===== config.mk =====
export PLATFORM = sky130hd
export DESIGN_NAME = bist_misr_controller
export DESIGN_NICKNAME = d
export VERILOG_FILES = /design/src/rtl/bist_misr_controller.sv
export SDC_FILE = /design/constraint.sdc
export NUM_CORES = 1
export LEC_CHECK = 0
export CORE_ASPECT_RATIO = 0.7
export CORE_MARGIN = 1
export CORE_UTILIZATION = 59
export CTS_BUF_LIST = sky130_fd_sc_hd__clkbuf_2 sky130_fd_sc_hd__clkbuf_4 sky130_fd_sc_hd__clkbuf_8
export DETAILED_ROUTE_END_ITERATION = 8
export PLACE_DENSITY = 0.92
export SYNTH_ARGS = -nofsm -noshare
export SYNTH_HDL_FRONTEND = slang
export SYNTH_SLANG_ARGS = --single-unit

===== constraint.sdc =====
create_clock -name CK -period 5.4 [get_ports CK]
set_clock_uncertainty 0.2 [all_clocks]
set_input_delay 1.08 -clock CK [delete_from_list [all_inputs] [get_ports CK]]
set_output_delay 1.08 -clock CK [all_outputs]
set_load 0.03 [all_outputs]

===== src/rtl/bist_misr_controller.sv =====
// bist_misr_controller
//   BIST sequencer and output-response compactor for the s9234 scan wrapper.
//   Runs NUM_PATTERNS shift/capture loops followed by a final unload. The 7
//   scan-out chains are folded into a 7-bit MISR (x^7+x^6+1), and the final
//   signature is compared against GOLDEN_SIG.
//
// Ports
//   CK            in   clock, all state on rising edge
//   COMP_reset_n  in   async active-low reset
//   start         in   begin a run (honoured only in IDLE or DONE)
//   abort         in   synchronous return to IDLE, has priority over start
//   so_chain[6:0] in   scan-out of chains 7..1 (bit0 = chain1)
//   TPG_reset     out  holds the wrapper TPG at its seed
//   bist_en       out  selects the TPG as scan-in source
//   scan_en       out  1 = shift, 0 = capture
//   signature     out  MISR contents
//   busy          out  run in progress (state not IDLE/DONE)
//   done          out  run completed, sticky until start/abort/reset
//   pass          out  done && signature == GOLDEN_SIG
//   dbg_state     out  current FSM state encoding
//
// Handshake: start is a level sampled on each rising edge while the FSM is in
// IDLE or DONE. The result (signature/pass) is valid while done=1 and stays
// valid until the next accepted start, an abort, or reset.
module bist_misr_controller #(
  parameter int CHAIN_LEN             = 33,
  parameter int NUM_PATTERNS          = 128,
  parameter logic [6:0] GOLDEN_SIG    = 7'h00
) (
  input  logic       CK,
  input  logic       COMP_reset_n,
  input  logic       start,
  input  logic       abort,
  input  logic [6:0] so_chain,
  output logic       TPG_reset,
  output logic       bist_en,
  output logic       scan_en,
  output logic [6:0] signature,
  output logic       busy,
  output logic       done,
  output logic       pass,
  output logic [2:0] dbg_state
);

  localparam int SW = (CHAIN_LEN > 1) ? $clog2(CHAIN_LEN) : 1;
  localparam int PW = $clog2(NUM_PATTERNS + 1);
  localparam logic [SW-1:0] SHIFT_LAST = SW'(CHAIN_LEN - 1);
  localparam logic [PW-1:0] PAT_MAX    = PW'(NUM_PATTERNS);

  typedef enum logic [2:0] {
    IDLE    = 3'd0,
    INIT    = 3'd1,
    SHIFT   = 3'd2,
    CAPTURE = 3'd3,
    UNLOAD  = 3'd4,
    DONE    = 3'd5
  } state_t;

  state_t          state, state_next;
  logic [SW-1:0]   shift_cnt, shift_cnt_next;
  logic [PW-1:0]   pat_cnt, pat_cnt_next, pat_inc;
  logic [6:0]      misr_step, sig_next;
  logic            compact_en;

  assign dbg_state = state;

  // Saturating pattern increment used both for the counter and the exit test.
  assign pat_inc = (pat_cnt == PAT_MAX) ? PAT_MAX : pat_cnt + PW'(1);

  // The very first load is never compacted: the chains still hold
  // uninitialised flop contents at that point.
  assign compact_en = ((state == SHIFT) && (pat_cnt != '0)) || (state == UNLOAD);

  always_comb begin
    misr_step    = '0;
    misr_step[0] = signature[6] ^ so_chain[0];
    for (int i = 1; i < 6; i++) begin
      misr_step[i] = signature[i-1] ^ so_chain[i];
    end
    misr_step[6] = signature[5] ^ signature[6] ^ so_chain[6];
  end

  // Next-state logic.
  always_comb begin
    state_next = state;
    if (abort) begin
      state_next = IDLE;
    end else begin
      case (state)
        IDLE, DONE: if (start) state_next = INIT;
        INIT:       state_next = SHIFT;
        SHIFT:      if (shift_cnt == SHIFT_LAST) state_next = CAPTURE;
        CAPTURE:    state_next = (pat_inc >= PAT_MAX) ? UNLOAD : SHIFT;
        UNLOAD:     if (shift_cnt == SHIFT_LAST) state_next = DONE;
        default:    state_next = IDLE;
      endcase
    end
  end

  // Datapath next values. The so_chain mux keeps unknown scan-out data away
  // from the signature whenever compaction is off.
  always_comb begin
    sig_next       = signature;
    pat_cnt_next   = pat_cnt;
    shift_cnt_next = '0;
    if (!abort) begin
      if (state == INIT) begin
        sig_next = '0;
      end else if (compact_en) begin
        sig_next = misr_step;
      end
    end
    if (state == INIT) begin
      pat_cnt_next = '0;
    end else if (state == CAPTURE) begin
      pat_cnt_next = pat_inc;
    end
    // Shift counter runs only while staying in a shifting state; any exit
    // (including abort) returns it to zero.
    if ((state_next == state) && ((state == SHIFT) || (state == UNLOAD))) begin
      shift_cnt_next = shift_cnt + SW'(1);
    end
  end

  always_ff @(posedge CK or negedge COMP_reset_n) begin
    if (!COMP_reset_n) begin
      state     <= IDLE;
      shift_cnt <= '0;
      pat_cnt   <= '0;
      signature <= '0;
      TPG_reset <= 1'b1;
      bist_en   <= 1'b0;
      scan_en   <= 1'b0;
      busy      <= 1'b0;
      done      <= 1'b0;
      pass      <= 1'b0;
    end else begin
      state     <= state_next;
      shift_cnt <= shift_cnt_next;
      pat_cnt   <= pat_cnt_next;
      signature <= sig_next;
      // Control outputs are registered from the next state so they line up
      // exactly with the state they describe.
      TPG_reset <= (state_next == IDLE) || (state_next == INIT) || (state_next == DONE);
      bist_en   <= (state_next == INIT) || (state_next == SHIFT) ||
                   (state_next == CAPTURE) || (state_next == UNLOAD);
      scan_en   <= (state_next == INIT) || (state_next == SHIFT) || (state_next == UNLOAD);
      busy      <= (state_next != IDLE) && (state_next != DONE);
      done      <= (state_next == DONE);
      pass      <= (state_next == DONE) && (sig_next == GOLDEN_SIG);
    end
  end

endmodule


==> run summary <==
P_sw = 277 uW
Reg power frac = 40.0%
Final hold vios = 0
CTS buffer count = 5
Final setup violation count = 0
# resized after CTS = 0
# rows = 15
Cell Area, Synth = 0.00165 mm^2
Top Family by Delay on Critical Path = simple AND/OR/NAND/NOR gates
Worst hold path type = reg -> reg
Skew-Pair Late Insertion Delay = 0.29 ns
# IOs = 27
Synthesized Nets = 189
Clk Tree Root Cell = clkbuf_8
Worst path cell trace = clkdlybuf4s50_1 -> or4b_4 -> a21oi_2 -> a311oi_1 -> a211o_1 -> nor2_1
FF-to-FF End = signature[4]
Crit-path slowest cell = or4b_4
Worst Tran Pin Value = 0.812 ns
Initial core utilization = 64.8%
Post-CTS setup buffers = 0
Syn Inst Count = 174
Htree depth = 2
Clk slew on worst S/H paths = 0.07 ns
Core ar. = 0.00255 mm^2
Fin Setup TNS = 0 ns
Worst-case hold path end point = shift_cnt[0]
Int Power = 472 uW
Die width = 65.3 um
Fin crit period = 3.13 ns
CTS tree = yes
Dpl ws = 2.02 ns
Grt ovf = 0
DRC = 0
Largest net degree at the start of global routing = 31
DRT Pass-1 Iters = 4
Worst EP arrival = 3.14 ns
Final setup margin = 2.27 ns
Vias in the first global route = 1,337
Hold Buf Count CTS = 0
Diode count = 0
1st-iter DRT viols = 123
Post-synth ARST share = 100%
Final Cycle Share = 57.9%
Hold depth = 1
Tot GR Track Use = 30.3%
First-pass GRT wire length = 6440 um
Drt via density = 5.97
Post-DP HPWL = 2820 um
Die area = 0.00302 mm^2
Max-slew violation count = 0
Post-synth EDFFs = 0
Port Buffers = 26
Worst setup EP type = flop
Ys flop type = dfrtp_1
Clock Power Share = 26.0%
Peak Freq = 320 MHz
Switch share = 37.0%
Total power = 749 uW
Die height = 46.3 um
Max stage delay on crit path = 0.60 ns
Nets = 217
Seq cells post-synth = 30
Synth-to-Final Area Change = 22.4%
Placer Congestion = 0.830
Startpoint Class = input port
Seq/Total Area, Yosys = 45.5%
Synthesized area per cell = 9.51 um^2
Reg2Reg Depth = 7
HP Start = shift_cnt[0]
Max Buffers Root-to-Sink = 2
R2R Setup Slk = 2.98 ns
Max Cap Viol = 0
Vias = 1,415
CP Buf/Inv Count = 1
Count of cell types in the netlist = 43
Status = finished clean
Relative slew slack = 45.4%
Critical R2R Launch = pat_cnt[0]
WL/cell = 16.9 um
Static leakage = 0.000840 uW
Max VDD drop = 346 uV
Power per cell area = 370 mW/mm^2
Share of layout cells above drive strength 1 = 7.88%
Clk sinks = 30
YS warnings = 0
Crit path max fanout = 8
Req. time, crit path = 5.41 ns
Combinational power share = 34.1%
WS Path Type = in -> reg
Initial antenna violation count = 0
Unrepaired setup endpoints after global routing = false
Post-route ant nets = 0
Final wirelength = 4020 um
Post-layout util = 79.3%
==> registers in the layout, summed over array words and instances (netlist names) <==
signal / flops
pat_cnt: 8
signature: 7
shift_cnt: 6
dbg_state: 3
TPG_reset: 1
bist_en: 1
busy: 1
done: 1
pass: 1
scan_en: 1
==> cell usage after synthesis, drive strengths merged, types with 2 or more instances <==
cell type / n / area, um^2
dfrtp: 29 / 726
xor2: 4 / 35.0
nand2b: 5 / 31.3
and3: 3 / 18.8
inv: 7 / 26.3
nand2: 11 / 41.3
ha: 4 / 50.1
nand4: 2 / 12.5
nor3: 5 / 25.0
nand3: 9 / 45.0
nor4: 2 / 12.5
or4: 2 / 18.8
nor4b: 3 / 26.3
a211oi: 6 / 45.0
nor2b: 2 / 12.5
a21oi: 6 / 33.8
and4: 2 / 17.5
nor2: 25 / 93.8
buf: 5 / 31.3
o21ai: 12 / 60.1
o31ai: 2 / 15.0
xnor2: 11 / 96.3
==> how the worst max path moves through the flow <==
stage	to	from	slack [ns]	depth (start not counted)
floorplan	shift_cnt[2]	abort	2.75	6
global placement	shift_cnt[5]	abort	2.17	6
detailed placement	shift_cnt[3]	abort	2.02	6
CTS	shift_cnt[3]	abort	2.31	6
global route	signature[4]	abort	2.13	6
finish	shift_cnt[3]	abort	2.27	6
==> cells in the final DEF (no fill, tap or decap), types with 2 or more instances in the layout <==
| master | instances |
|---|---|
| nor2b_1 | 2 |
| nand2_1 | 11 |
| and4_1 | 2 |
| ha_1 | 4 |
| xor2_1 | 4 |
| nand3_1 | 9 |
| nand4_1 | 2 |
| and3_1 | 3 |
| xnor2_1 | 11 |
| nand2b_1 | 5 |
| nor2_1 | 25 |
| o21ai_1 | 2 |
| o21ai_0 | 10 |
| a211oi_1 | 6 |
| nor4_1 | 2 |
| nor4b_1 | 3 |
| clkdlybuf4s50_1 | 26 |
| clkbuf_8 | 6 |
| nor3_1 | 5 |
| inv_1 | 7 |
| a21oi_1 | 5 |
| o31ai_1 | 2 |
| dfrtp_1 | 29 |
==> area by class of cell <==
class                   instances  area, um^2
clock buffers                   6        82.6
clock inverters                 2        12.5
fillers                       176         528
inverters                       7        26.3
multi-input cells             131         841
flip-flops and latches         30         752
well taps                      34        42.5
repair buffers                 27         268
==> per-stage QoR <==
step,area [um^2],hold slack (ns),cells
2_1_floorplan,1650,0.255,174
3_3_place_gp,1930,0.267,229
3_5_place_dp,1930,0.302,229
4_1_cts,2020,0.320,237
5_1_grt,2020,0.339,237
6_report,2020,0.334,237
==> power groups by stage <==
stage / sequential, uW / combinational, uW / clock (uW)
global placement: 300 / 243 / 0
CTS: 298 / 255 / 197
floorplan: 348 / 107 / 0
finish: 299 / 255 / 194
global route: 305 / 274 / 203
detailed placement: 301 / 251 / 0
==> kinds of logic (layout without fill, tap and decap cells) <==
kind of cell,after synthesis,count (layout),synth area share (%)
AOI/OAI and AO/OA,36,36,15.4
xor gates and xnor gates,15,15,7.94
adders and majority gates,4,4,3.03
buffers and inverters,13,42,3.71
DFF,30,30,45.5
muxes,1,1,0.605
and+or+nand+nor,75,75,23.9
==> per-layer routing <==
layer | up-vias | global-route usage (%) | wire (um) | share of wire, %
met2 | 56 | 48.5 | 1870 | 46
met4 | 0 | 11.7 | 41 | 1.0
li1 | 669 | - | - | -
met1 | 684 | 39.4 | 1880 | 47
met3 | 6 | 8.91 | 225 | 5.6
met5 | - | 0 | 0 | 0
Note: power is estimated with default switching activity, not from simulation.
